## config.mk

```make
export PLATFORM = sky130hd
export DESIGN_NAME = salu_issue_ctrl
export DESIGN_NICKNAME = d
export VERILOG_FILES = /design/src/rtl/salu_ctrl_pkg.sv /design/src/rtl/salu_rr_arbiter.sv /design/src/rtl/salu_issue_ctrl.sv
export SDC_FILE = /design/constraint.sdc
export NUM_CORES = 1
export LEC_CHECK = 0
export ABC_AREA = 1
export BUFFER_PORTS_ARGS = -buffer_cell sky130_fd_sc_hd__buf_2
export CAP_MARGIN = 20
export CORE_MARGIN = 3
export CORE_UTILIZATION = 42
export DETAILED_ROUTE_END_ITERATION = 10
export PLACE_DENSITY_LB_ADDON = 0.12
export SLEW_MARGIN = 15
export SYNTH_ARGS = -nofsm -noshare
export SYNTH_HDL_FRONTEND = slang
export SYNTH_SLANG_ARGS = --single-unit
```

## constraint.sdc

```tcl
create_clock -name clk -period 1.45 [get_ports clk]
set_input_delay 0.2175 -clock clk [delete_from_list [all_inputs] [get_ports clk]]
set_output_delay 0.2175 -clock clk [all_outputs]
set_load 0.05 [all_outputs]
```

## src/rtl/salu_ctrl_pkg.sv

```systemverilog
// Shared types and constants for the SALU issue controller.
package salu_ctrl_pkg;

    localparam int unsigned SALU_DATA_W    = 32;
    localparam int unsigned SALU_MAX_COUNT = 32;

    typedef enum logic [1:0] {IDLE, START, WAIT, RESP} salu_ctrl_state_t;
    typedef enum logic {OP_CLZ, OP_CLO} salu_op_t;

    // A leading-count result can never exceed the word width; saturate anything larger.
    function automatic logic [SALU_DATA_W-1:0] clamp_count(input logic [SALU_DATA_W-1:0] r);
        return (r > SALU_DATA_W'(SALU_MAX_COUNT)) ? SALU_DATA_W'(SALU_MAX_COUNT) : r;
    endfunction

endpackage

```

## src/rtl/salu_rr_arbiter.sv

```systemverilog
// Round-robin pick of the first unmasked requester at or above ptr, wrapping modulo NREQ.
module salu_rr_arbiter
#(
    parameter int unsigned NREQ  = 2,
    parameter int unsigned IDX_W = 1
)
(
    input  logic [NREQ-1:0]  req_i,
    input  logic [NREQ-1:0]  mask_i,
    input  logic [IDX_W-1:0] ptr_i,
    output logic [NREQ-1:0]  grant_o,
    output logic [IDX_W-1:0] idx_o,
    output logic             any_o
);

    function automatic logic [IDX_W-1:0] wrap_idx(input logic [IDX_W-1:0] base,
                                                  input int unsigned     off);
        int unsigned s;
        s = 32'(base) + off;
        if (s >= NREQ) begin
            s = s - NREQ;
        end
        return IDX_W'(s);
    endfunction

    logic             found;
    logic [IDX_W-1:0] cand;

    always_comb begin
        grant_o = '0;
        idx_o   = '0;
        found   = 1'b0;
        cand    = '0;
        for (int unsigned off = 0; off < NREQ; off++) begin
            cand = wrap_idx(ptr_i, off);
            if (!found && req_i[cand] && !mask_i[cand]) begin
                found          = 1'b1;
                grant_o[cand]  = 1'b1;
                idx_o          = cand;
            end
        end
    end

    assign any_o = found;

endmodule

```

## src/rtl/salu_issue_ctrl.sv

```systemverilog
// Arbitrates NREQ issue pipes onto one iterative CLO/CLZ unit, one op in flight,
// sequencing start/busy/flush and returning the tagged count to the owning pipe.
module salu_issue_ctrl
    import salu_ctrl_pkg::*;
#(
    parameter int unsigned NREQ    = 2,
    parameter int unsigned TAG_W   = 4,
    parameter int unsigned TIMEOUT = 40
)
(
    input  logic                     clk,
    input  logic                     resetn,
    input  logic [NREQ-1:0]          req_valid,
    output logic [NREQ-1:0]          req_ready,
    input  logic [NREQ-1:0]          req_clo,
    input  logic [NREQ*32-1:0]       req_a,
    input  logic [NREQ*TAG_W-1:0]    req_tag,
    input  logic [NREQ-1:0]          flush,
    output logic [NREQ-1:0]          rsp_valid,
    input  logic [NREQ-1:0]          rsp_ready,
    output logic [SALU_DATA_W-1:0]   rsp_data,
    output logic [TAG_W-1:0]         rsp_tag,
    output logic                     salu_clo,
    output logic                     salu_clz,
    output logic [SALU_DATA_W-1:0]   salu_a,
    input  logic                     salu_busy,
    input  logic [SALU_DATA_W-1:0]   salu_r,
    output logic                     salu_flush,
    output logic                     timeout_err
);

    localparam int unsigned IDX_W  = (NREQ > 1) ? $clog2(NREQ) : 1;
    localparam int unsigned WDOG_W = $clog2(TIMEOUT + 1);

    salu_ctrl_state_t        state_q, state_d;
    salu_op_t                op_q, op_d;
    logic [SALU_DATA_W-1:0]  a_q, a_d;
    logic [TAG_W-1:0]        tag_q, tag_d;
    logic [IDX_W-1:0]        owner_q, owner_d;
    logic [IDX_W-1:0]        ptr_q, ptr_d;
    logic                    seen_busy_q, seen_busy_d;
    logic [WDOG_W-1:0]       wdog_q, wdog_d;
    logic [SALU_DATA_W-1:0]  rsp_data_q, rsp_data_d;

    logic [NREQ-1:0]         gnt;
    logic [IDX_W-1:0]        gnt_idx;
    logic                    gnt_any;
    logic                    owner_flush;
    logic [IDX_W-1:0]        ptr_inc;

    salu_rr_arbiter #(
        .NREQ  (NREQ),
        .IDX_W (IDX_W)
    ) u_arb (
        .req_i   (req_valid),
        .mask_i  (flush),
        .ptr_i   (ptr_q),
        .grant_o (gnt),
        .idx_o   (gnt_idx),
        .any_o   (gnt_any)
    );

    assign owner_flush = flush[owner_q];
    assign ptr_inc     = (owner_q == IDX_W'(NREQ - 1)) ? '0 : owner_q + IDX_W'(1);

    assign rsp_data = rsp_data_q;
    assign rsp_tag  = tag_q;
    assign salu_a   = a_q;

    always_ff @(posedge clk) begin
        if (!resetn) begin
            state_q     <= IDLE;
            op_q        <= OP_CLZ;
            a_q         <= '0;
            tag_q       <= '0;
            owner_q     <= '0;
            ptr_q       <= '0;
            seen_busy_q <= 1'b0;
            wdog_q      <= '0;
            rsp_data_q  <= '0;
        end else begin
            state_q     <= state_d;
            op_q        <= op_d;
            a_q         <= a_d;
            tag_q       <= tag_d;
            owner_q     <= owner_d;
            ptr_q       <= ptr_d;
            seen_busy_q <= seen_busy_d;
            wdog_q      <= wdog_d;
            rsp_data_q  <= rsp_data_d;
        end
    end

    always_comb begin
        state_d     = state_q;
        op_d        = op_q;
        a_d         = a_q;
        tag_d       = tag_q;
        owner_d     = owner_q;
        ptr_d       = ptr_q;
        seen_busy_d = seen_busy_q;
        wdog_d      = wdog_q;
        rsp_data_d  = rsp_data_q;
        req_ready   = '0;
        rsp_valid   = '0;
        salu_clo    = 1'b0;
        salu_clz    = 1'b0;
        salu_flush  = 1'b0;
        timeout_err = 1'b0;

        case (state_q)
            IDLE: begin
                if (gnt_any) begin
                    req_ready = gnt;
                    for (int unsigned i = 0; i < NREQ; i++) begin
                        if (gnt_idx == IDX_W'(i)) begin
                            op_d  = req_clo[i] ? OP_CLO : OP_CLZ;
                            a_d   = req_a[SALU_DATA_W*i +: SALU_DATA_W];
                            tag_d = req_tag[TAG_W*i +: TAG_W];
                        end
                    end
                    owner_d = gnt_idx;
                    state_d = START;
                end
            end

            START: begin
                if (owner_flush) begin
                    salu_flush = 1'b1;
                    ptr_d      = ptr_inc;
                    state_d    = IDLE;
                end else begin
                    salu_clo    = (op_q == OP_CLO);
                    salu_clz    = (op_q == OP_CLZ);
                    seen_busy_d = 1'b0;
                    wdog_d      = '0;
                    state_d     = WAIT;
                end
            end

            // Completion needs a busy high-then-low edge; a low busy before the unit reacts is ignored.
            WAIT: begin
                if (owner_flush) begin
                    salu_flush = 1'b1;
                    ptr_d      = ptr_inc;
                    state_d    = IDLE;
                end else if (wdog_q == WDOG_W'(TIMEOUT)) begin
                    salu_flush  = 1'b1;
                    timeout_err = 1'b1;
                    ptr_d       = ptr_inc;
                    state_d     = IDLE;
                end else if (seen_busy_q && !salu_busy) begin
                    rsp_data_d = clamp_count(salu_r);
                    state_d    = RESP;
                end else begin
                    if (salu_busy) begin
                        seen_busy_d = 1'b1;
                    end
                    wdog_d = wdog_q + WDOG_W'(1);
                end
            end

            // A flush from the owner drops the response even if it is consumed this cycle.
            RESP: begin
                if (owner_flush) begin
                    ptr_d   = ptr_inc;
                    state_d = IDLE;
                end else begin
                    rsp_valid[owner_q] = 1'b1;
                    if (rsp_ready[owner_q]) begin
                        ptr_d   = ptr_inc;
                        state_d = IDLE;
                    end
                end
            end

            default: begin
                state_d = IDLE;
            end
        endcase

        // While reset is held, keep the SALU aborted and every handshake quiet.
        if (!resetn) begin
            req_ready   = '0;
            rsp_valid   = '0;
            salu_clo    = 1'b0;
            salu_clz    = 1'b0;
            timeout_err = 1'b0;
            salu_flush  = 1'b1;
        end
    end

endmodule
```

==> results.yml, run 1 <==
sta:
  clock_skew_ns: 0.0142
  holdWs_ns: 0.100
  final.min_clock_period_ns: 1.77
  worst_slew_pin_slew_ns: 0.396
  relSlewSlack_pct: 73.5
  rsz0062_at_grt: "true"
  slew_viol_final: 0
  clock.fmax_mhz: 567
  hold_viol_final: 0
  finalCritPeriodShare_pct: 122
  layout_setup_ws_ns: -0.315
  setup_violations: 63
die:
  start_util_pct: 43.5
  row_count: 35
  die-area_sq_mm: 0.0108
  core_area_sq_mm: 0.00928
  pin_count: 191
  die_y_um: 104
  die_w_um: 104
placement:
  hpwl_um: 8520
  place_congestion: 0.825
  port_buffers: 190
  dpl.cell_count: 900
  preCtsSetupSlack_ns: -0.131
layout:
  syn_to_final_growth_pct: 68.0
  nFillCells: 704
  antenna_cells: 0
  final_common_cell: "buf_2"
  final_cell_count_no_fill: 952
  nNetsFinal: 940
  final_cell_mix: "buf_2 (182), nand2_1 (152), dfxtp_1 (73)"
  final_layout_size_suffix_gt1_share_pct: 55.5
critical_path:
  worstSetupEndpointType: "primary output"
  crit_slowest_cell: "dfxtp_2"
  max_stage_delay_ns: 0.35
  cp_cell_sequence: "inv_2, ha_4, nand2_4, clkinv_4, nand3_4, nand2_4, a21oi_4, o21ai_4, buf_6"
  critPathKind: "reg -> out"
  critPathRequiredTime_ns: 1.23
  arrival_ns: 1.55
  cp_common_cell: "nand2_4"
  setup.worst_path.start_class: "flip-flop"
  r2r_slack_ns: -0.28
  crit_fanout: 2
logic_synthesis:
  synth_cells: 567
  avgSynthCellArea_sq_um: 7.12
  syn_nets: 689
  syn-cell-area_sq_mm: 0.00404
  synth_ff_type: "dfxtp_1"
  synth-async-reset-ratio_pct: 0
  synth_edf_count: 0
  yosysWarnings: 0
  synth.distinct_cells: 28
  seq_area_frac_synth_pct: 39.7
  ys_ff_latch: 80
grt:
  grt_usage_pct: 21.8
  grt_pass1_wl_um: 19800
  grt-ovfl-total: 0
  grt_pass1_vias: 4172
  antenna_found_initial: 0
  grt_max_degree: 48
clock_tree:
  cts_made_buffers: 9
  clock_path_buffers: 2
  htree_levels: 3
  clockRootBuffer: "clkbuf_8"
  cts_tree: "done"
  clk-insertion-delay-late_ns: 0.36
  hold_buffers: 0
  path_clk_slew_ns: 0.10
  cts_num_sinks: 80
power_and_ir_drop:
  clockPowerShare_pct: 17.3
  p_int_mw: 6.58
  p_sw_share_pct: 45.5
  seq_power_share_pct: 24.4
  pwr_density_cell_mw_per_mm2: 1780
  power_switching_mw: 5.50
  ir_drop_v: 0.000993
  comb_power_share_pct: 58.3
  p_leak_nw: 3.22
route:
  drtIter0Drc: 179
  vias: 4597
  routed_wl_um: 13700
  antenna_left: 0
  first_pass_iters: 4
  route.detailed.drc: 0
  routed_via_density: 4.83
  wl_per_cell_um: 14.4
job:
  timing.max_cap.violations: 0
run_status:
  violations: "setup timing"
  outcome: "complete, but fails checks"
min_path:
  min_path_type: "in -> reg"
## flip-flops by register name, summed over array words and instances, names as in the netlist
name,cells
state_q,2
seen_busy_q,1
rsp_data,32
op_q,1
salu_a,32
wdog_q,6
rsp_tag,4
owner_q,1
ptr_q,1
## area by class of cell
type	count	area [sq um]	area share, %
repair buffers	267	1970	29.1
flip-flops and latches	80	1620	23.8
inverters	65	283	4.17
clock buffers	9	124	1.83
clock inverters	7	126	1.86
well taps	129	161	2.38
multi-input cells	395	2500	36.9
## logic make-up (layout without fill, tap and decap cells)
group                    count (synthesis)  count (layout)  synth area share [%]
XOR/XNOR                                 3               3                 0.651
adder cells (fa/ha/maj)                  7               7                  2.17
AND/OR/NAND/NOR                        293             293                  30.4
buffers and inverters                   92             348                  10.9
flip-flops                              80              80                  39.7
AO/OA/AOI/OAI                           92              92                  16.3
## power by group through the flow
stage | Sequential (mW) | Clock, mW | Combinational (mW)
floorplan | 4.30 | 0 | 2.67
global placement | 2.94 | 0 | 5.00
detailed placement | 2.96 | 0 | 5.08
CTS | 2.94 | 2.12 | 5.55
global route | 3.00 | 2.20 | 7.52
finish | 2.95 | 2.09 | 7.04
## layer usage
layer	routed length, um	up-vias	global-route usage (%)	share of wire, %
met5	0	-	0	0
met4	240	0	6.36	1.7
met3	774	27	5.52	5.6
met2	7050	156	38.4	51
met1	5680	2150	26.2	41
li1	-	2264	-	-
## per-stage QoR
stage / TNS (ns) / power (mW) / cell area [sq um] / util, %
final: -9.81 / 12.1 / 6780 / 73.0
after global routing: -15.04 / 12.7 / 6780 / 73.0
after CTS: -7.12 / 10.6 / 6120 / 65.9
after detailed placement: -1.61 / 8.04 / 5400 / 58.2
after global placement: -0.188 / 7.94 / 5400 / 58.2
after floorplan: -0.159 / 6.97 / 4130 / -
## critical path: cells and delay by family (launching register included)
kind | cells | cell delay [ns]
and+or+nand+nor | 3 | 0.21
adders and majority gates | 1 | 0.15
DFF | 1 | 0.35
AOI/OAI and AO/OA | 2 | 0.22
buffers and inverters | 3 | 0.25
## Yosys cell counts, drive strengths merged (6+ instances only)
master	number	area (sq um)
inv	63	241
nand2	196	776
ha	7	87.6
a21oi	89	626
nor2	65	264
clkbuf	7	26.3
nand4	8	50.1
buf	20	163
nand3	16	92.6
dfxtp	80	1600
nor3	6	30.0
## worst paths after layout
kind	from	end	depth (start not counted)
worst max-delay path	wdog_q[1]	salu_flush	9
worst min-delay path	req_tag[5]	rsp_tag[1]	3
worst max register to register	wdog_q[1]	rsp_data[18]	13
worst min register to register	rsp_data[7]	rsp_data[7]	2
## what timing repair did
item / CTS / global route
cloned: 3 / 10
setup buffers: 15 / 10
endpoints found under the setup margin: 50 / 88
pin swaps: 22 / 24
resized for setup: 79 / 99
(Power assumes the default switching activity.)
==> run 2: changes to the inputs <==
==> constraint.sdc (replaced) <==
create_clock -name clk -period 1.45 [get_ports clk]
set_input_delay 0.435 -clock clk [delete_from_list [all_inputs] [get_ports clk]]
set_output_delay 0.435 -clock clk [all_outputs]
set_load 0.05 [all_outputs]
==> results.yml, run 2 (same netlist as run 1, synthesis figures left out) <==
clock_tree:
  hold_buffers: 0
  clk-insertion-delay-late_ns: 0.36
  cts_num_sinks: 80
  clock_path_buffers: 2
  cts_tree: "done"
  path_clk_slew_ns: 0.10
  clockRootBuffer: "clkbuf_8"
  htree_levels: 3
  cts_made_buffers: 9
layout:
  final_common_cell: "buf_2"
  nFillCells: 651
  final_cell_mix: "buf_2 (147), nand2_1 (134), dfxtp_1 (74)"
  final_cell_count_no_fill: 964
  final_layout_size_suffix_gt1_share_pct: 57.5
  nNetsFinal: 952
  syn_to_final_growth_pct: 82.9
  antenna_cells: 0
power_and_ir_drop:
  pwr_density_cell_mw_per_mm2: 1690
  ir_drop_v: 0.000738
  power_switching_mw: 5.82
  p_int_mw: 6.67
  seq_power_share_pct: 23.8
  p_sw_share_pct: 46.6
  p_leak_nw: 3.39
  comb_power_share_pct: 60.5
  clockPowerShare_pct: 15.7
run_status:
  outcome: "complete, but fails checks"
  violations: "setup timing"
die:
  die-area_sq_mm: 0.0108
  die_w_um: 104
  row_count: 35
  start_util_pct: 43.5
  pin_count: 191
  die_y_um: 104
  core_area_sq_mm: 0.00928
route:
  route.detailed.drc: 0
  vias: 4710
  drtIter0Drc: 202
  routed_wl_um: 14400
  wl_per_cell_um: 14.9
  first_pass_iters: 4
  antenna_left: 0
  routed_via_density: 4.89
min_path:
  holdPathStages: 3
  min_path_type: "in -> reg"
critical_path:
  crit_fanout: 8
  crit_slowest_cell: "dfxtp_2"
  critPathKind: "reg -> out"
  r2r_slack_ns: -0.42
  reg2reg_to: "state_q[1]"
  critPathRequiredTime_ns: 1.02
  setup.worst_path.start_class: "flip-flop"
  crit_buf_inv: 2
  reg2reg_from: "wdog_q[0]"
  crit_end: "salu_flush"
  crit_path_start: "owner_q"
  critical_path.top_delay_family: "flip-flops"
  worstSetupEndpointType: "primary output"
  cp_common_cell: "buf_6"
  cp_cell_sequence: "buf_6, nand2_4, nand2_8, nor2_4, a21oi_2, o21ai_4, buf_6"
  max_stage_delay_ns: 0.35
  arrival_ns: 1.53
  r2r_cells: 17
  worst-path-stages: 7
grt:
  grt_pass1_wl_um: 21200
  grt_pass1_vias: 4548
  grt_max_degree: 36
  grt-ovfl-total: 0
  grt_usage_pct: 23.7
  antenna_found_initial: 0
sta:
  clock_skew_ns: 0.0163
  relSlewSlack_pct: 75.0
  rsz0062_at_grt: "true"
  hold_viol_final: 0
  setup_violations: 59
  final.min_clock_period_ns: 1.96
  clock.fmax_mhz: 509
  finalCritPeriodShare_pct: 135
  setup_tns_ns: -9.44
  layout_setup_ws_ns: -0.514
  worst_slew_pin_slew_ns: 0.375
  slew_viol_final: 0
placement:
  place_congestion: 0.797
  hpwl_um: 8190
  dpl.cell_count: 906
  port_buffers: 190
job:
  timing.max_cap.violations: 0
-- run 2: changes by cell type in the layout (fill, tap and decap cells not counted), sizes merged --
cell	delta
inv	+2
clkinvlp	-1
clkbuf	+28
bufinv	-1
buf	-16
-- run 2: power by group through the flow --
stage          Sequential [mW]  Combinational [mW]  Clock (mW)
3_3_place_gp              2.92                5.23           0
4_1_cts                   2.94                6.36        1.99
6_report                  2.98                7.56        1.96
5_1_grt                   3.03                8.03        2.08
3_5_place_dp              2.95                5.30           0
2_1_floorplan             4.31                2.77           0
-- run 2: tightest hold or removal path: stages --
cell	delay, ns
buf_2	0.10
nand2_2	0.06
a21oi_2	0.04
-- run 2: timing repair --
action,CTS,global route
pin swaps,60,40
endpoints found under the setup margin,86,116
setup buffers,27,13
endpoints found under the hold margin,0,0
gates cloned,12,6
gates resized for setup,153,103
-- run 2: worst min path at each step --
stage	from	to	slack [ns]
after floorplan	seen_busy_q	seen_busy_q	0.43
after global placement	rsp_data[20]	rsp_data[20]	0.42
after detailed placement	rsp_data[15]	rsp_data[15]	0.42
after CTS	req_a[62]	salu_a[30]	0.29
after global routing	req_a[62]	salu_a[30]	0.30
final	req_a[44]	salu_a[12]	0.30
-- run 2: layout make-up --
cell class / count / area (sq um) / share of cell area, %
clock inverters: 7 / 106 / 1.44
multi-input cells: 395 / 2720 / 36.9
well taps: 129 / 161 / 2.19
clock buffers: 9 / 124 / 1.68
flip-flops and latches: 80 / 1610 / 21.9
inverters: 65 / 323 / 4.37
repair buffers: 279 / 2330 / 31.6
-- run 2: through the flow --
step | setup slack (ns) | total power, mW | hold WS, ns | instance area, sq um | utilization [%]
after floorplan | -0.432 | 7.08 | 0.433 | 4290 | -
after global placement | -0.395 | 8.15 | 0.421 | 5610 | 60.4
after detailed placement | -0.418 | 8.25 | 0.422 | 5610 | 60.4
after CTS | -0.547 | 11.3 | 0.291 | 6880 | 74.1
after global routing | -0.593 | 13.1 | 0.296 | 7380 | 79.5
final | -0.514 | 12.5 | 0.304 | 7380 | 79.5
-- run 2: metal layers --
metal	vias up	wire length [um]	GRT usage (%)
met4	0	359	7.41
met2	181	7590	43.9
met1	2197	5540	27.0
met5	-	0	0
li1	2299	-	-
met3	33	869	5.34
==> run 3: changes to the inputs <==
- PLACE_DENSITY: not set -> 0.79
- PLACE_DENSITY_LB_ADDON: 0.12 -> not set
==> results.yml, run 3 (same netlist as run 1, synthesis figures left out) <==
run_status:
  outcome: "complete, but fails checks"
  violations: "setup timing"
layout:
  antenna_cells: 0
  nFillCells: 638
  final_cell_mix: "buf_2 (164), nand2_1 (118), dfxtp_1 (74)"
  syn_to_final_growth_pct: 71.9
  final_common_cell: "buf_2"
  design_area_sq_mm: 0.00694
  nNetsFinal: 936
  utilization_pct: 74.7
  final_layout_size_suffix_gt1_share_pct: 58.2
die:
  core_area_sq_mm: 0.00928
  row_count: 35
  die_y_um: 104
  die_w_um: 104
  start_util_pct: 43.5
  die-area_sq_mm: 0.0108
  pin_count: 191
route:
  first_pass_iters: 6
  drtIter0Drc: 225
  routed_wl_um: 15100
  wl_per_cell_um: 15.9
  vias: 4737
  route.detailed.drc: 0
  antenna_left: 0
  routed_via_density: 5.00
clock_tree:
  cts_num_sinks: 80
  clock_path_buffers: 2
  clockRootBuffer: "clkbuf_8"
  clk-insertion-delay-late_ns: 0.36
  htree_levels: 3
  cts_made_buffers: 9
  path_clk_slew_ns: 0.10
  cts_tree: "done"
sta:
  layout_setup_ws_ns: -0.523
  worst_slew_pin_slew_ns: 0.485
  final.min_clock_period_ns: 1.97
  rsz0062_at_grt: "true"
  clock_skew_ns: 0.0119
  setup_violations: 86
  finalCritPeriodShare_pct: 136
  slew_viol_final: 0
  clock.fmax_mhz: 507
  hold_viol_final: 0
  holdWs_ns: 0.320
  relSlewSlack_pct: 67.7
power_and_ir_drop:
  p_leak_nw: 3.24
  pwr_density_cell_mw_per_mm2: 1850
  power_mw: 12.9
  ir_drop_v: 0.000846
critical_path:
  r2r_slack_ns: -0.23
  worstSetupEndpointType: "primary output"
  crit_fanout: 2
  critPathRequiredTime_ns: 1.02
  arrival_ns: 1.54
  setup.worst_path.start_class: "flip-flop"
  critPathKind: "reg -> out"
job:
  timing.max_cap.violations: 0
grt:
  grt_max_degree: 33
  grt_pass1_vias: 4233
  grt_usage_pct: 21.5
  grt_pass1_wl_um: 19300
  antenna_found_initial: 0
  grt-ovfl-total: 0
placement:
  hpwl_um: 8880
  dpl_cell_area_sq_mm: 0.00560
  preCtsSetupSlack_ns: -0.413
  place_congestion: 0.828
  port_buffers: 190
min_path:
  min_path_type: "in -> reg"
-- run 3: cell types whose count changed in the layout (fill, tap and decap cells not counted), moves of 5 or more --
| cell | delta |
|---|---|
| nand2_4 | +21 |
| nand2_1 | -16 |
| buf_2 | +17 |
| buf_12 | -6 |
| a21oi_4 | -19 |
| buf_16 | -8 |
| nand2_2 | -5 |
| buf_6 | -9 |
| clkbuf_4 | -13 |
| a21oi_2 | +19 |
-- run 3: worst paths after layout --
| kind | startpoint | depth (start not counted) | to |
|---|---|---|---|
| worst max-delay path | wdog_q[0] | 9 | salu_flush |
| worst min register to register | rsp_data[28] | 2 | rsp_data[28] |
| worst min-delay path | req_a[41] | 3 | salu_a[9] |
| worst max register to register | state_q[0] | 11 | wdog_q[2] |
-- run 3: timing repair --
item,4_1_cts,5_1_grt
gates resized for setup,39,185
pin swaps,12,25
setup endpoints to repair,82,105
cloned,2,10
hold buffers,0,0
buffers inserted,2,11
-- run 3: area by class of cell --
cell class / instances / area, sq um / share of cell area (%)
tap: 129 / 161 / 2.33
timing repair buffer: 263 / 1940 / 28.0
inverter: 65 / 315 / 4.54
clock buffer: 9 / 124 / 1.79
multi-input combinational: 395 / 2720 / 39.2
sequential: 80 / 1620 / 23.3
clock inverter: 7 / 60.1 / 0.866
-- run 3: power by group --
group / switching (mW) / internal [mW]
registers: 0.328 / 2.69
clock network: 0.922 / 0.651
logic: 4.98 / 3.29
total: 6.23 / 6.63
-- run 3: critical path, cell delays in order, from the launching register on --
cell,delay (ns)
dfxtp_2,0.34
inv_2,0.07
ha_4,0.14
nand2_4,0.05
inv_4,0.06
nand3_4,0.08
nand2_4,0.08
a21oi_4,0.05
o21ai_4,0.14
buf_8,0.16
-- run 3: per-layer routing --
| metal | routed length [um] | up-vias | track usage [%] |
|---|---|---|---|
| met4 | 539 | 0 | 6.84 |
| met5 | 0 | - | 0 |
| met3 | 995 | 46 | 6.89 |
| met1 | 5590 | 2204 | 23.9 |
| met2 | 7930 | 222 | 39.0 |
| li1 | - | 2265 | - |
-- run 3: through the flow --
stage,std cells,TNS (ns)
after global routing,948,-15.27
after floorplan,567,-1.54
after CTS,929,-9.06
after detailed placement,909,-19.59
after global placement,909,-16.88
final,948,-8.54
